**src/rtl/ahb_decoder.sv**
```systemverilog
// AHB-Lite address decoder for two slaves, with a default slave that ERRORs unmapped transfers.
// Latency: HSEL is combinational; muxSelect/defaultSel follow one HCLK after an accepted address phase.
// Backpressure: data-phase selects hold while HREADY is low; each error inserts exactly one wait state.
module ahb_decoder #(
    parameter logic [31:0] BASE_1 = 32'h0000_0000,
    parameter logic [31:0] MASK_1 = 32'hFFFF_F000,
    parameter logic [31:0] BASE_2 = 32'h0000_1000,
    parameter logic [31:0] MASK_2 = 32'hFFFF_F000
) (
    input  logic        HCLK,
    input  logic        HRESETn,
    input  logic [31:0] HADDR,
    input  logic [1:0]  HTRANS,
    input  logic        HREADY,
    output logic        HSEL_1,
    output logic        HSEL_2,
    output logic        muxSelect,
    output logic        defaultSel,
    output logic        HREADYOUT_DEF,
    output logic        HRESP_DEF,
    output logic [7:0]  errCount
);

    typedef enum logic [1:0] {
        DEF_IDLE = 2'd0,
        DEF_ERR1 = 2'd1,
        DEF_ERR2 = 2'd2
    } def_state_t;

    logic       match_1;
    logic       match_2;
    logic       unmapped;
    logic       trans_active;
    logic       err_start;
    logic       cnt_inc;
    def_state_t state_q;
    def_state_t state_d;

    // Slave 1 wins on overlapping windows.
    assign match_1      = ((HADDR & MASK_1) == BASE_1);
    assign match_2      = ((HADDR & MASK_2) == BASE_2);
    assign HSEL_1       = match_1;
    assign HSEL_2       = match_2 & ~match_1;
    assign unmapped     = ~match_1 & ~match_2;

    // Only NONSEQ/SEQ are real transfers; IDLE/BUSY to a hole get a zero-wait OKAY.
    assign trans_active = (HTRANS == 2'b10) | (HTRANS == 2'b11);
    assign err_start    = unmapped & HREADY & trans_active;

    always_ff @(posedge HCLK or negedge HRESETn) begin
        if (!HRESETn) begin
            muxSelect  <= 1'b0;
            defaultSel <= 1'b0;
        end else if (HREADY) begin
            muxSelect  <= HSEL_2;
            defaultSel <= unmapped;
        end
    end

    always_ff @(posedge HCLK or negedge HRESETn) begin
        if (!HRESETn) begin
            state_q <= DEF_IDLE;
        end else begin
            state_q <= state_d;
        end
    end

    always_comb begin
        state_d       = state_q;
        HREADYOUT_DEF = 1'b1;
        HRESP_DEF     = 1'b0;
        cnt_inc       = 1'b0;
        case (state_q)
            DEF_IDLE: begin
                if (err_start) begin
                    state_d = DEF_ERR1;
                end
            end
            DEF_ERR1: begin
                HREADYOUT_DEF = 1'b0;
                HRESP_DEF     = 1'b1;
                cnt_inc       = 1'b1;
                state_d       = DEF_ERR2;
            end
            DEF_ERR2: begin
                HRESP_DEF = 1'b1;
                // The next address is sampled here, so errors can run back to back.
                state_d   = err_start ? DEF_ERR1 : DEF_IDLE;
            end
            default: begin
                state_d = DEF_IDLE;
            end
        endcase
    end

    always_ff @(posedge HCLK or negedge HRESETn) begin
        if (!HRESETn) begin
            errCount <= 8'h00;
        end else if (cnt_inc && (errCount != 8'hFF)) begin
            errCount <= errCount + 8'd1;
        end
    end

endmodule

```
**config.mk**
```make
export PLATFORM = sky130hd
export DESIGN_NAME = ahb_decoder
export DESIGN_NICKNAME = d
export VERILOG_FILES = /design/src/rtl/ahb_decoder.sv
export SDC_FILE = /design/constraint.sdc
export NUM_CORES = 1
export LEC_CHECK = 0
export ABC_AREA = 0
export CAP_MARGIN = 20
export CORE_MARGIN = 1
export CORE_UTILIZATION = 31
export CTS_BUF_LIST = sky130_fd_sc_hd__clkbuf_4 sky130_fd_sc_hd__clkbuf_8
export DETAILED_ROUTE_END_ITERATION = 8
export PLACE_DENSITY_LB_ADDON = 0.3
export RECOVER_POWER = 50
export SKIP_LAST_GASP = 1
export SLEW_MARGIN = 20
export SYNTH_ARGS = -nofsm -noshare
export SYNTH_HDL_FRONTEND = slang
export SYNTH_SLANG_ARGS = --single-unit
```
**constraint.sdc**
```tcl
create_clock -name HCLK -period 3.2 [get_ports HCLK]
set_input_delay 0.48 -clock HCLK [delete_from_list [all_inputs] [get_ports HCLK]]
set_output_delay 0.48 -clock HCLK [all_outputs]
set_load 0.02 [all_outputs]
```
==> impl_metrics.py, run 1 <==
metrics = {
    "placed_design": {
        "dp_hpwl_um": 1354,
        "io_buffer_count": 37,
        "gp_congestion": 0.7870,
    },
    "outcome": {
        "status": "finished clean",
    },
    "synth": {
        "yosys-top-cells-area": "dfrtp_1 (43%), ha_1 (9.0%), mux2_2 (4.9%)",
        "synth_top_area_share_pct": 43.32,
        "synthFlopType": "dfrtp_1",
        "synth_nets": 112,
        "synth_edf_count": 0,
        "ys_seq_area_share_pct": 43.32,
        "synth_cells": 70,
        "avgSynthCellArea_um2": 9.902,
        "synth_seq_cells": 12,
        "synth-async-reset-ratio_pct": 100.0,
        "netlist_area_um2": 693.2,
        "yosysUniqueCellTypes": 26,
        "synth_area_leader_cell": "dfrtp_1",
        "synth_warnings": 0,
    },
    "critical_path": {
        "cp.arrival_ns": 2.40,
        "worstSetupPathType": "input port to output port",
        "worstPathMaxFanout": 5,
        "cp-end-kind": "output port",
        "required_ns": 2.72,
        "critPathLaunchType": "input port",
    },
    "global_route": {
        "grt.met3_usage_pct": 5.296,
        "first_global_vias": 653,
        "grt-ovfl-total": 0,
        "track_usage_pct": 15.18,
        "busiest_layer": "met2",
        "grt_max_degree": 13,
        "antenna_found_initial": 0,
        "grt_pass1_wl_um": 2849,
        "use_met2_pct": 23.97,
        "grtUsageMet1_pct": 20.31,
    },
    "timing": {
        "tightest_slew_ns": 0.5235,
        "min_period_ns": 2.880,
        "max_freq_ghz": 0.3472,
        "setup_viol": 0,
        "slew_headroom_pct": 64.98,
        "finClkSkew_ns": 0.004743,
        "slew_violations": 0,
        "fin_setup_tns_ns": 0,
        "finalCritPeriodShare_pct": 90.01,
        "rsz0062_at_grt": "no",
        "hold_violations": 0,
    },
    "cts": {
        "cts-resized-gates": 0,
        "cts_tree": "yes",
        "clockRootBuffer": "clkbuf_4",
        "cts_buffers": 3,
        "cts_sinks": 12,
        "clkLatencyLatePin_ns": 0.27,
        "cts_hold_buffers": 0,
        "clk_pin_slew_worst_paths_ns": 0.07,
        "cts_max_path_buffers": 2,
        "h-tree-depth": 1,
        "cts_setup_buffers": 0,
    },
    "power": {
        "powerDensity_nw_per_um2": 636.5,
        "irDropWorstVdd_mv": 0.5603,
        "switchingPower_mw": 0.2728,
        "p_int_mw": 0.4487,
        "seqPwrFrac_pct": 35.5,
        "pwr-share-comb_pct": 48.5,
        "cellLeakagePower_nw": 0.4558,
        "pwr-share-clk_pct": 16.0,
        "total_power_mw": 0.7215,
        "switching_share_pct": 37.81,
    },
    "cells_and_area": {
        "final_cell_mix": "clkdlybuf4s50_1 (36), dfrtp_1 (12), nand2_1 (7), nor2_1 (7), ha_1 (5)",
        "nNetsFinal": 154,
        "drive_gt1_share_pct": 9.009,
        "n_antenna_cell": 0,
        "layout_commonest_cell": "clkdlybuf4s50_1",
        "areaGrowthSynthToFinish_pct": 63.54,
    },
    "floorplanning": {
        "rows": 16,
        "dieHeight_um": 49.29,
        "start_util_pct": 34.28,
        "core_area_um2": 2022,
        "pin_count": 51,
        "die_w_um": 49.29,
        "dieArea_um2": 2429,
    },
    "detailed_routing": {
        "wire_per_inst_um": 11.62,
        "num_vias": 655,
        "wl_um": 1603,
        "drc": 0,
        "drt_iter0_markers": 13,
        "vias_per_cell": 4.746,
        "drtPass1Iterations": 4,
        "antenna_left": 0,
    },
    "flow_run": {
        "cap_violations": 0,
    },
    "min_path": {
        "hp-class": "register to register",
    },
}
## critical path: stages
cell and delay, ns:
clkdlybuf4s50_1 0.39, nor4_1 0.34, nand3_1 0.22, nor2_1 0.21, and2_1 0.15, clkdlybuf4s50_1 0.61
## power by group through the flow
stage / sequential (mW) / combinational, mW / clock [mW]
after floorplan: 0.287 / 0.163 / 0
after global placement: 0.254 / 0.343 / 0
after detailed placement: 0.258 / 0.351 / 0
after CTS: 0.255 / 0.353 / 0.120
after global routing: 0.265 / 0.381 / 0.130
final: 0.256 / 0.350 / 0.115
## final timing paths
| kind | startpoint | to | slack [ns] | depth (start not counted) |
|---|---|---|---|---|
| worst min-delay path | defaultSel | defaultSel | 0.55 | 2 |
| worst max register to register | errCount[0] | errCount[1] | 1.51 | 5 |
| min in group asynchronous | HRESETn | state_q[1] | 0.62 | 1 |
| worst max-delay path | HADDR[25] | HSEL_2 | 0.32 | 6 |
| worst min register to register | defaultSel | defaultSel | 0.55 | 2 |
| max in group asynchronous | HRESETn | errCount[3] | 2.23 | 1 |
## synth_stat cells (2+ instances only)
library cell,count
mux2_2,3
nor2b_1,2
dfrtp_1,12
nor4_2,2
nand4_1,3
nor2_1,7
nor3_1,3
ha_1,5
inv_1,3
nand3_1,2
a21oi_1,4
and2_1,2
mux2i_1,2
nand2_1,7
nor4_1,2
## flip-flops by register name, summed over array words and instances, names as in the netlist
name / flops
errCount: 8
muxSelect: 1
state_q: 2
defaultSel: 1
## metal layers
| metal | wire (um) | up-vias |
|---|---|---|
| met5 | 0 | - |
| met4 | 0 | 0 |
| met3 | 88 | 0 |
| met2 | 760 | 19 |
| met1 | 754 | 293 |
| li1 | - | 343 |
## metrics by stage
step                worst slack, ns  utilization, %  hold slack [ns]  cells  cell area (um2)
floorplan                     1.339               -           0.1844     70            693.2
global placement             0.3921           54.27           0.5197    134             1097
detailed placement           0.3347           54.27           0.5388    134             1097
CTS                          0.3322           56.06           0.5609    138             1134
global route                 0.1116           56.06           0.6005    138             1134
finish                       0.3197           56.06           0.5517    138             1134
## final cells by class
| class | count | area (um2) |
|---|---|---|
| Multi-Input combinational cell | 55 | 381.6 |
| Sequential cell | 12 | 300.3 |
| Tap cell | 27 | 33.78 |
| Clock buffer | 4 | 36.28 |
| Inverter | 3 | 11.26 |
| Fill cell | 186 | 888.4 |
| Timing Repair Buffer | 37 | 370.4 |
## cell families after synthesis
family | count (synthesis) | synth area share, %
buf+inv | 3 | 1.624
fa+ha+maj | 5 | 9.025
compound gates | 13 | 13.18
flops | 12 | 43.32
simple gates | 31 | 23.83
mux | 5 | 7.762
xor+xnor | 1 | 1.264
(Power assumes the default switching activity.)
==> run 2: changes to the inputs <==
CORE_UTILIZATION = 37   (was 31)
==> impl_metrics.py, run 2 (same netlist as run 1, synthesis figures left out) <==
metrics = {
    "global_route": {
        "first_global_vias": 653,
        "grt_pass1_wl_um": 2835,
        "antenna_found_initial": 0,
        "grt_max_degree": 13,
        "grt-ovfl-total": 0,
        "track_usage_pct": 19.73,
    },
    "detailed_routing": {
        "wl_um": 1710,
        "vias_per_cell": 5.022,
        "drtPass1Iterations": 4,
        "drt_iter0_markers": 13,
        "num_vias": 678,
        "drc": 0,
        "wire_per_inst_um": 12.67,
        "antenna_left": 0,
    },
    "cts": {
        "cts-resized-gates": 0,
        "clockRootBuffer": "clkbuf_4",
        "cts_sinks": 12,
        "cts_max_path_buffers": 2,
        "clkLatencyLatePin_ns": 0.27,
        "cts_setup_buffers": 0,
        "clk_pin_slew_worst_paths_ns": 0.06,
        "h-tree-depth": 1,
        "cts_hold_buffers": 0,
        "cts_tree": "yes",
        "cts_buffers": 3,
    },
    "power": {
        "irDropWorstVdd_mv": 0.4721,
        "cellLeakagePower_nw": 0.4486,
        "powerDensity_nw_per_um2": 627.3,
    },
    "critical_path": {
        "required_ns": 2.72,
        "critPathLaunchType": "input port",
        "worstPathMaxFanout": 5,
        "cp.arrival_ns": 2.35,
        "crit_buf_inv": 2,
        "worst_path_largest_cell_delay_ns": 0.59,
        "startpoint": "HADDR[25]",
        "crit_chain": "clkdlybuf4s50_1 -> nor4_1 -> nand3_1 -> nor2_1 -> and2_1 -> clkdlybuf4s50_1",
        "cpLargestDelayFamily": "buffers and inverters",
        "worstSetupPathType": "input port to output port",
        "r2r_start": "errCount[0]",
        "worst_path_max_delay_cell": "clkdlybuf4s50_1",
        "cp-end-kind": "output port",
        "cp_common_cell": "clkdlybuf4s50_1",
    },
    "floorplanning": {
        "die_w_um": 45.29,
        "dieArea_um2": 2051,
        "pin_count": 51,
        "dieHeight_um": 45.29,
        "rows": 15,
        "start_util_pct": 39.71,
        "core_area_um2": 1745,
    },
    "min_path": {
        "hp-class": "register to register",
        "min_from": "defaultSel",
    },
    "placed_design": {
        "gp_congestion": 0.7164,
        "dp_hpwl_um": 1369,
        "place_area_um2": 1095,
        "io_buffer_count": 37,
    },
    "timing": {
        "rsz0062_at_grt": "no",
        "finalCritPeriodShare_pct": 88.51,
        "slew_violations": 0,
        "min_period_ns": 2.832,
        "setup_viol": 0,
        "max_freq_ghz": 0.3531,
        "finClkSkew_ns": 0.002702,
        "fin_setup_tns_ns": 0,
        "hold_violations": 0,
        "slew_headroom_pct": 63.12,
        "tightest_slew_ns": 0.5514,
    },
    "cells_and_area": {
        "final_cell_mix": "clkdlybuf4s50_1 (36), dfrtp_1 (12), nand2_1 (7), nor2_1 (7), ha_1 (5)",
        "final_area_um2": 1117,
        "n_antenna_cell": 0,
        "seq_area_um2": 300.3,
        "multi_input_area_um2": 381.6,
        "largest_reg_flops": 8,
        "reg_top3": "errCount: 8 flops, state_q: 2 flops",
        "drive_gt1_share_pct": 8.182,
        "areaGrowthSynthToFinish_pct": 61.19,
        "max_flop_register": "errCount",
        "final_util_pct": 64.01,
        "fillers": 160,
        "layout_commonest_cell": "clkdlybuf4s50_1",
        "nNetsFinal": 154,
    },
    "outcome": {
        "status": "finished clean",
    },
    "flow_run": {
        "cap_violations": 0,
    },
}
[run 2: worst reg2reg max path, stage by stage (launching register included)]
cell and delay [ns]:
dfrtp_1 0.44, ha_1 0.28, nand4_1 0.13, nor2_1 0.08
a21oi_1 0.29, mux2_2 0.37
[run 2: per-stage QoR]
stage                     instances  power [mW]  setup WS, ns  hold slack [ns]
final                           135      0.7009        0.3676           0.5335
after detailed placement        132      0.6113        0.3723           0.5220
after global routing            135      0.7518        0.1828           0.5731
after CTS                       135      0.7079        0.3642           0.5405
after global placement          132      0.5985        0.4126           0.5173
after floorplan                  70      0.4504         1.339           0.1844
[run 2: worst paths after layout]
kind | to | slack, ns | cells after the start
setup reg to reg | errCount[1] | 1.50 | 5
min in group asynchronous | errCount[5] | 0.64 | 1
hold reg to reg | defaultSel | 0.53 | 2
max in group asynchronous | errCount[0] | 2.20 | 1
hold / removal | defaultSel | 0.53 | 2
setup / recovery | HSEL_2 | 0.37 | 6
[run 2: per-layer routing]
metal	wire length (um)	vias up	track usage, %
met1	735	302	23.69
met5	0	-	0
li1	-	343	-
met3	90	8	7.600
met4	53	0	7.273
met2	830	25	31.88
[run 2: final cells by class]
type,instances,area share (%)
multi-input cells,55,34.15
flip-flops and latches,12,26.88
well taps,25,2.800
repair buffers,37,33.15
inverters,3,1.008
clock buffers,3,2.016
[run 2: where the power goes]
part / switching, mW / internal, mW / leakage, nW
clock network: 0.0441 / 0.0435 / 0.0138
logic: 0.171 / 0.184 / 0.285
registers: 0.0618 / 0.196 / 0.150
==> run 3: changes to the inputs <==
CORE_UTILIZATION = 45   (was 37)
CTS_CLUSTER_SIZE = 30   (was default)
DONT_BUFFER_PORTS = 1   (was default)
==> impl_metrics.py, run 3 (same netlist as run 1, synthesis figures left out) <==
metrics = {
    "timing": {
        "fin_setup_tns_ns": 0,
        "slew_violations": 0,
        "fin_ws_ns": 1.263,
        "min_period_ns": 1.937,
        "hold_slack_ns": 0.2853,
        "tightest_slew_ns": 0.6377,
        "rsz0062_at_grt": "no",
        "slew_headroom_pct": 57.16,
        "finalCritPeriodShare_pct": 60.53,
        "setup_viol": 0,
        "hold_violations": 0,
        "finClkSkew_ns": 0.004061,
        "max_freq_ghz": 0.5162,
    },
    "floorplanning": {
        "die_w_um": 41.25,
        "pin_count": 51,
        "dieArea_um2": 1701,
        "core_area_um2": 1366,
        "start_util_pct": 50.73,
        "dieHeight_um": 41.25,
        "rows": 13,
    },
    "cells_and_area": {
        "reg_top3": "errCount: 8 flops, state_q: 2 flops",
        "max_flop_register": "errCount",
        "final_util_pct": 55.49,
        "areaGrowthSynthToFinish_pct": 9.386,
        "nNetsFinal": 118,
        "drive_gt1_share_pct": 13.33,
        "n_antenna_cell": 0,
        "largest_reg_flops": 8,
        "layout.cells.non_filler": 90,
        "layout_commonest_cell": "dfrtp_1",
        "final_cell_mix": "dfrtp_1 (12), nand2_1 (7), nor2_1 (7), ha_1 (5), a21oi_1 (4)",
        "final_area_um2": 758.2,
    },
    "critical_path": {
        "critPathLaunchType": "input port",
        "worstPathMaxFanout": 5,
        "worstSetupPathType": "input port to output port",
        "required_ns": 2.72,
        "cp-end-kind": "output port",
        "cp.arrival_ns": 1.46,
    },
    "detailed_routing": {
        "drt_iter0_markers": 13,
        "vias_per_cell": 5.911,
        "antenna_left": 0,
        "drtPass1Iterations": 4,
        "drc": 0,
        "wire_per_inst_um": 14.66,
        "num_vias": 532,
        "wl_um": 1319,
    },
    "global_route": {
        "antenna_found_initial": 0,
        "grt_max_degree": 13,
        "first_global_vias": 512,
        "grt-ovfl-total": 0,
        "grt_pass1_wl_um": 2014,
        "track_usage_pct": 19.07,
    },
    "placed_design": {
        "place_inst": 85,
        "io_buffer_count": 0,
        "place_area_um2": 711.9,
        "dp_slack_ns": 1.245,
        "gp_congestion": 0.7305,
        "dp_hpwl_um": 1025,
    },
    "power": {
        "powerDensity_nw_per_um2": 805.6,
        "cellLeakagePower_nw": 0.3176,
        "pwr-share-comb_pct": 31.6,
        "seqPwrFrac_pct": 49.1,
        "total_power_mw": 0.6108,
        "irDropWorstVdd_mv": 0.4843,
        "switching_share_pct": 42.52,
        "switchingPower_mw": 0.2597,
        "p_int_mw": 0.3511,
        "pwr-share-clk_pct": 19.3,
    },
    "cts": {
        "clk_pin_slew_worst_paths_ns": 0.07,
        "clkLatencyLatePin_ns": 0.27,
        "clockRootBuffer": "clkbuf_4",
        "cts_max_path_buffers": 2,
        "cts_tree": "yes",
        "h-tree-depth": 1,
        "cts_sinks": 12,
        "cts-resized-gates": 0,
        "cts_buffers": 3,
    },
    "flow_run": {
        "cap_violations": 0,
    },
    "outcome": {
        "status": "finished clean",
    },
    "min_path": {
        "hp-class": "input port to register",
    },
}
==> run 3: cell types whose count changed in the layout (fill, tap and decap cells not counted) <==
cell	change
clkdlybuf4s50_1	-36
clkbuf_8	+1
==> run 3: cell type report <==
cell class,instances,area [um2]
inverter,3,11.26
multi-input combinational,55,381.6
timing repair buffer,1,10.01
fill,141,608.1
clock buffer,4,36.28
tap,15,18.77
sequential,12,300.3
==> run 3: per-layer routing <==
metal  GRT usage [%]  wire, um
met2           30.47       645
met3           8.696        68
met4           7.258        13
met5               0         0
met1           22.18       592
==> run 3: worst paths after layout <==
kind                                     to         from  slack [ns]  cells past startpoint
worst max-delay path                 HSEL_1    HADDR[25]        1.26                      3
worst min-delay path             defaultSel       HREADY        0.29                      1
worst max register to register  errCount[1]  errCount[0]        1.40                      5
worst min register to register   state_q[0]   state_q[0]        0.60                      2
max in group asynchronous        defaultSel      HRESETn        2.20                      1
min in group asynchronous        state_q[0]      HRESETn        0.63                      1
==> run 3: repair_timing <==
| action | 4_1_cts | 5_1_grt |
|---|---|---|
| hold endpoints to repair | 12 | 0 |
| hold buffers | 1 | 0 |
| buffers inserted | 0 | 0 |
==> run 3: worst max-delay path, cell delays in order <==
cell	delay, ns
nor4_1	0.25
nand3_1	0.19
nor3_1	0.53
==> run 3: power by group through the flow <==
stage | clock network (mW) | logic (mW) | registers [mW]
after floorplan | 0 | 0.163 | 0.287
after global routing | 0.126 | 0.222 | 0.307
after detailed placement | 0 | 0.189 | 0.303
after CTS | 0.121 | 0.193 | 0.300
final | 0.118 | 0.193 | 0.300
after global placement | 0 | 0.181 | 0.301
